`src/rtl/api_rx_parser.sv`:
```
`default_nettype none
// ============================================================================
// Module      : api_rx_parser
// Description : Reads fixed-length chip blocks from an RX FIFO, validates the
//               marker/type fields and presents the nonce with a handshake.
// Revision    : 1.0 - initial release
// ============================================================================
module api_rx_parser #(
    parameter int unsigned BLOCK_LEN = 11,
    parameter int unsigned NONCE_IDX = 2,
    parameter int unsigned MARK_IDX  = 9,
    parameter logic [31:0] MARK      = 32'hbeafbeaf
) (
    input  logic        clk,
    input  logic        rst_n,
    input  logic        reg_rst,
    input  logic        rx_fifo_empty,
    output logic        rx_fifo_rd_en,
    input  logic [31:0] rx_fifo_dout,
    output logic        nonce_vld,
    input  logic        nonce_rdy,
    output logic [31:0] nonce_dat,
    output logic [15:0] nonce_tag,
    output logic [3:0]  nonce_miner_id,
    output logic [15:0] nonce_cnt,
    output logic [15:0] drop_cnt
);

    typedef enum logic [1:0] {
        FETCH = 2'd0,
        EVAL  = 2'd1,
        PUSH  = 2'd2
    } state_t;

    localparam logic [3:0] c_LEN       = 4'(BLOCK_LEN);
    localparam logic [3:0] c_LAST      = 4'(BLOCK_LEN - 1);
    localparam logic [3:0] c_NONCE_IDX = 4'(NONCE_IDX);
    localparam logic [3:0] c_MARK_IDX  = 4'(MARK_IDX);

    state_t      r_state;
    state_t      w_next;
    logic [3:0]  r_issued;
    logic [3:0]  r_got;
    logic        r_rd_pend;
    logic [31:0] r_w_nonce;
    logic [31:0] r_w_mark;
    logic [31:0] r_w_last;
    logic        r_vld;
    logic [31:0] r_dat;
    logic [15:0] r_tag;
    logic [3:0]  r_miner;
    logic [15:0] r_nonce_cnt;
    logic [15:0] r_drop_cnt;
    logic        w_last_cap;
    logic        w_blk_ok;
    logic        w_accept;

    assign rx_fifo_rd_en = rst_n && (r_state == FETCH) && !rx_fifo_empty
                           && (r_issued < c_LEN);
    assign w_last_cap    = r_rd_pend && (r_got == c_LAST);
    assign w_blk_ok      = (r_w_mark == MARK) && (r_w_last[15:8] == 8'h12);
    assign w_accept      = (r_state == PUSH) && nonce_rdy;

    assign nonce_vld      = r_vld;
    assign nonce_dat      = r_dat;
    assign nonce_tag      = r_tag;
    assign nonce_miner_id = r_miner;
    assign nonce_cnt      = r_nonce_cnt;
    assign drop_cnt       = r_drop_cnt;

    always_comb begin
        w_next = r_state;
        case (r_state)
            FETCH:   if (w_last_cap) w_next = EVAL;
            EVAL:    w_next = w_blk_ok ? PUSH : FETCH;
            PUSH:    if (nonce_rdy) w_next = FETCH;
            default: w_next = FETCH;
        endcase
    end

    always_ff @(posedge clk or negedge rst_n) begin
        if (!rst_n) begin
            r_state <= FETCH;
        end else if (reg_rst) begin
            r_state <= FETCH;
        end else begin
            r_state <= w_next;
        end
    end

    always_ff @(posedge clk or negedge rst_n) begin
        if (!rst_n) begin
            r_issued    <= 4'd0;
            r_got       <= 4'd0;
            r_rd_pend   <= 1'b0;
            r_w_nonce   <= 32'd0;
            r_w_mark    <= 32'd0;
            r_w_last    <= 32'd0;
            r_vld       <= 1'b0;
            r_dat       <= 32'd0;
            r_tag       <= 16'd0;
            r_miner     <= 4'd0;
            r_nonce_cnt <= 16'd0;
            r_drop_cnt  <= 16'd0;
        end else if (reg_rst) begin
            r_issued    <= 4'd0;
            r_got       <= 4'd0;
            r_rd_pend   <= 1'b0;
            r_w_nonce   <= 32'd0;
            r_w_mark    <= 32'd0;
            r_w_last    <= 32'd0;
            r_vld       <= 1'b0;
            r_dat       <= 32'd0;
            r_tag       <= 16'd0;
            r_miner     <= 4'd0;
            r_nonce_cnt <= 16'd0;
            r_drop_cnt  <= 16'd0;
        end else begin
            r_rd_pend <= rx_fifo_rd_en;
            if (rx_fifo_rd_en) begin
                r_issued <= r_issued + 4'd1;
            end
            // FIFO data lags rd_en by one cycle, so capture tracks the pending flag
            if (r_rd_pend) begin
                r_got <= r_got + 4'd1;
                if (r_got == c_NONCE_IDX) r_w_nonce <= rx_fifo_dout;
                if (r_got == c_MARK_IDX)  r_w_mark  <= rx_fifo_dout;
                if (r_got == c_LAST)      r_w_last  <= rx_fifo_dout;
            end
            if (r_state == EVAL) begin
                if (w_blk_ok) begin
                    r_vld   <= 1'b1;
                    r_dat   <= r_w_nonce;
                    r_tag   <= r_w_last[31:16];
                    r_miner <= r_w_last[3:0];
                end else begin
                    if (r_drop_cnt != 16'hFFFF) r_drop_cnt <= r_drop_cnt + 16'd1;
                    r_issued <= 4'd0;
                    r_got    <= 4'd0;
                end
            end
            if (w_accept) begin
                r_vld    <= 1'b0;
                if (r_nonce_cnt != 16'hFFFF) r_nonce_cnt <= r_nonce_cnt + 16'd1;
                r_issued <= 4'd0;
                r_got    <= 4'd0;
            end
        end
    end

endmodule
`default_nettype wire

```
`config.mk`:
```
export PLATFORM = sky130hd
export DESIGN_NAME = api_rx_parser
export DESIGN_NICKNAME = d
export VERILOG_FILES = /design/src/rtl/api_rx_parser.sv
export SDC_FILE = /design/constraint.sdc
export NUM_CORES = 1
export LEC_CHECK = 0
export CAP_MARGIN = 5
export CORE_MARGIN = 2
export CORE_UTILIZATION = 35
export DETAILED_ROUTE_END_ITERATION = 10
export GPL_ROUTABILITY_DRIVEN = 0
export GPL_TIMING_DRIVEN = 0
export PLACE_DENSITY = 0.56
export SLEW_MARGIN = 20
export SYNTH_ARGS = -nofsm -noshare
export SYNTH_HDL_FRONTEND = slang
export SYNTH_SLANG_ARGS = --single-unit
```
`constraint.sdc`:
```
create_clock -name clk -period 7.21 [get_ports clk]
set_clock_uncertainty 0.05 [all_clocks]
set_input_delay 1.442 -clock clk [delete_from_list [all_inputs] [get_ports clk]]
set_output_delay 1.442 -clock clk [all_outputs]
set_load 0.05 [all_outputs]
```
# Yosys cells after proc, flatten, opt, wreduce, memory -nomap -nowiden
# Index checks and enable logic that the tools add are counted.
# classes
add_sub_neg,4
mul,0
n_div,0
n_lt_le_gt_ge,1
eq_ne,12
shifts,0
mux,45
n_bitwise,0
n_reduce_logical,27
# op_table
op,n
32-bit 2-to-1 mux,12
16-bit 2-to-1 mux,10
4-bit 2-to-1 mux,13
16-bit by 1-bit adder with 16-bit output (second input constant),2
32-bit equality test (second input constant),1
16-bit != test (second input constant),2
2-bit nonzero test,9
2-bit AND reduction,7
4-bit by 1-bit adder with 4-bit output (second input constant),2
4-bit equality test (second input constant),2
8-bit by 5-bit equality test with 1-bit output (second input constant),1
2-bit 2-to-1 mux,4
1-bit logical AND,6
3-bit != test (second input constant),2
2-bit one-hot mux with 3 select lines,1
3-bit nonzero test,2
1-bit 2-to-1 mux,5
4-bit by 2-bit equality test with 1-bit output (second input constant),1
4-bit less-than comparator (second input constant),1
3-bit AND reduction,1
2-bit by 1-bit equality test with 1-bit output (second input constant),1
2-bit equality test (second input constant),1
2-bit zero test,1
2-bit != test (second input constant),1
1-bit zero test,1
# word_totals
ff_bits,192
latch_bits,0
mem_bits_rw,0
rom_bits,0
in_bits,37
out_inout_bits,86
word_cells,102
mem_count,0

# Logic depth before layout (Yosys ltp)
# Gate-level depths: netlist of the first run.
# depth
ltp_word,9
ltp_mapped,8
mapped_depth_nobuf,7

# Worst setup path after synthesis of the first run
# Ideal clock, no wire load.
# synth_path
path_kind,in2out
start,input rx_fifo_empty
end,output rx_fifo_rd_en
t_arrival_ps,2250
required_time_ps,5718
path_slack_ps,3468
stages,3
n_path_buf,0
path_cell_list,nor4b_1 > nand2_1 > inv_1
# synth_between
elab_chain_len,3
# synth_rtl
item,line,source
from (decl),17,"input logic rx_fifo_empty,"
1-bit zero test,58,assign rx_fifo_rd_en = rst_n && (r_state == FETCH) && !rx_fifo_empty
1-bit logical AND,58,
1-bit logical AND,59,&& (r_issued < c_LEN);
to (decl),18,"output logic rx_fifo_rd_en,"
# Every way passes these cells.

# Worst setup path after layout of the first run
# layout_path
start,input rst_n
end,output rx_fifo_rd_en
# layout_between
elab_chain_len,3
# layout_rtl
item,line,source
from (decl),15,"input logic rst_n,"
1-bit logical AND (2 in a row),58,
1-bit logical AND,59,
# Every way passes these cells.

==> reports/metrics.cfg, run 1 <==
[final_layout]
nets=967
drive_gt1_share_pct=6.51
final_cell_mix=nand2_1 (200), dfrtp_1 (188), clkdlybuf4s50_1 (120)
antenna_cells=0
fin_area_um2=10200
area.sequential_um2=4700
fill_cells=2128
syn2layout_area_growth_pct=28.1
final_common_cell=nand2_1
multi_input_area_um2=2940

[global_route]
antenna_found_initial=0
grt_max_degree=78
grt_pass1_wl_um=34200
grt_overflow_total=0
grt_pass1_vias=6105
grt_usage_pct=18.2

[timing]
period_share_pct=77.0
max_slew_margin_pct=50.1
rsz0062_at_grt=no
setup_viol=0
worst_pin_slew_ns=0.743
fmax_mhz=180
fin_ws_ns=1.66
finalHoldViolCount=0
min_period_ns=5.55
finalMaxSlewViolations=0
fin_hold_ws_ns=0.440

[pwr]
totalPowerFinal_mw=2.11
ir_drop_mv=0.159
power_density_nw_per_um2=208
p_leak_nw=4.15

[yosys]
synth_area_per_cell_um2=10.1
synthTopCellsByArea=dfrtp_1 (59%), nand2_1 (9.5%), a21oi_1 (7.0%)
yosysWarnings=0
netlist-cell-type-count=49
synth_cells=782
yosys_register_bits=188
synth_nets=825
synth_area_um2=7930
synth_top_area_cell=dfrtp_1
seq_area_frac_synth_pct=59.3
yosysTopAreaCellShare_pct=59.3

[cts]
numCtsBuffers=17
ctsResizeCount=0
clock_path_buffers=2
post_cts_buffers=0
clk_pin_slew_ns=0.09
htreeDepth=4
cts.sink_count=188
cts_hold_buf=0
tritoncts=done
clockRootBuffer=clkbuf_16
clkLatencyLatePin_ns=0.44

[die]
coreArea_um2=22400
io_pins=123
row_count=55
die_y_um=155
start_util_pct=35.4
die_x_um=155
die_area_um2=23900

[worst_setup_path]
crit_path_start_kind=primary input
r2r_cells=6
critPathSlowestCell=clkdlybuf4s50_1
required_ns=5.72
crit_top_cell=buf_16
worstPathCellList=buf_8, buf_16, buf_16, nor4b_1, nand2_1, inv_1, clkdlybuf4s50_1
cp_max_fo=77
cp.arrival_ns=4.06
critical_path.max_stage_delay_ns=0.83
endpoint_kind=output port
worstSetupPathType=primary input to output port

[routing]
ant_nets=0
dr_total_vias=6259
first_pass_iters=4
route.detailed.drc=0
routed_wl_um=21000
wl_per_cell_um=17.2
viasPerCell=5.12
drt_iter0_drc=373

[placement]
post-dp-hpwl_um=14700
pre_cts_slack_ns=1.56
portBuffers=121
dpl_cell_area_um2=9570

[flow_run]
max-cap-violations=0

[worst_hold_path]
hp-class=flop to flop
min_path_cells=1

[outcome]
status=complete, no violations

[Yosys cell counts (all sizes together)]
| master | n |
|---|---|
| and4 | 2 |
| a211oi | 5 |
| nand2 | 200 |
| a31o | 2 |
| nand4 | 8 |
| nor4 | 5 |
| or3 | 1 |
| nand3 | 11 |
| xor2 | 3 |
| o31ai | 10 |
| buf | 16 |
| nor2 | 33 |
| mux2 | 2 |
| nor4bb | 2 |
| nor3 | 5 |
| nand3b | 3 |
| a41oi | 1 |
| and2 | 1 |
| o41ai | 2 |
| and4b | 4 |
| a21boi | 1 |
| and3 | 5 |
| o21ai | 7 |
| and3b | 1 |
| o31a | 1 |
| o21bai | 1 |
| nand4bb | 1 |
| inv | 9 |
| nor4b | 3 |
| a31oi | 1 |
| or4 | 12 |
| clkbuf | 36 |
| nand2b | 3 |
| o2111ai | 1 |
| nor2b | 4 |
| xnor2 | 14 |
| or4b | 3 |
| nand4b | 2 |
| a2111oi | 2 |
| dfrtp | 188 |
| a21oi | 111 |
| a22o | 52 |
| or2 | 2 |
| ha | 6 |
[path summary, 6_finish.rpt]
check                                               start                         to  slack [ns]
worst max-delay path                                rst_n              rx_fifo_rd_en        1.66
worst min-delay path            r_w_nonce[26]$_DFFE_PN0P_  nonce_dat[26]$_DFFE_PN0P_        0.44
worst max register to register   r_w_mark[14]$_DFFE_PN0P_  nonce_dat[18]$_DFFE_PN0P_        4.44
worst min register to register  r_w_nonce[26]$_DFFE_PN0P_  nonce_dat[26]$_DFFE_PN0P_        0.44
max in group asynchronous                           rst_n   drop_cnt[10]$_DFFE_PN0P_        5.20
min in group asynchronous                           rst_n   nonce_dat[2]$_DFFE_PN0P_        0.84
[cells by family (layout without fill, tap and decap cells)]
logic type,after synthesis,after routing,synth area share (%)
xor gates and xnor gates,17,17,1.88
adders and majority gates,6,6,0.946
AOI/OAI and AO/OA,197,197,15.9
buffers and inverters,61,216,3.75
muxes,2,2,0.284
and+or+nand+nor,311,311,18.0
DFF,188,188,59.3
[through the flow]
step,setup TNS [ns],utilization [%],std cells
final,0,45.3,1222
after global placement,-681.34,42.4,1188
after global routing,0,45.3,1222
after detailed placement,0,42.6,1190
after floorplan,0,-,782
after CTS,0,45.3,1222
[layout make-up]
cell class              count  share of cell area [%]
flip-flops and latches    188                    46.3
multi-input cells         533                    28.9
repair buffers            123                    12.5
clock buffers              17                    4.18
well taps                 285                    3.51
plain buffers              52                    2.60
clock inverters            15                    1.70
inverters                   9                   0.332
[routing by layer]
| metal | track usage, % | vias up | wire length [um] |
|---|---|---|---|
| li1 | - | 3034 | - |
| met1 | 27.2 | 3062 | 10500 |
| met2 | 27.1 | 150 | 9300 |
| met3 | 3.28 | 13 | 988 |
| met4 | 5.38 | 0 | 225 |
| met5 | 0 | - | 0 |
[power by group]
group          internal [mW]  leakage, nW  switching, mW
registers               1.06         2.62        0.00522
logic                 0.0363         1.24         0.0700
clock network          0.469        0.289          0.473
[critical path: cells and delay by family]
family                 cells  cell delay, ns
buffers and inverters      5            1.96
AND/OR/NAND/NOR            2            0.56
[flip-flops by register name, indices dropped and copies added, names as in the netlist]
signal          count
nonce_tag          16
r_w_mark           32
drop_cnt           16
r_state             2
r_issued            4
r_w_last           28
nonce_vld           1
nonce_cnt          16
r_got               4
nonce_miner_id      4
nonce_dat          32
r_rd_pend           1
r_w_nonce          32
(Power assumes the default switching activity.)
==> run 2, diff against run 1 <==
- clock period: 7.21 -> 5.5 ns (I/O delays scaled with it)
==> results of run 2 <==
Same layout as run 1 (identical final DEF). Status: complete, no violations.
Main changes from that run: setup slack after placement 1.56 ns -> 0.536 ns; setup slack after layout 1.66 ns -> 0.635 ns; register-to-register setup slack 4.44 ns -> 2.73 ns; total power 2.11 mW -> 2.77 mW; worst IR drop on VDD 0.159 mV -> 0.208 mV
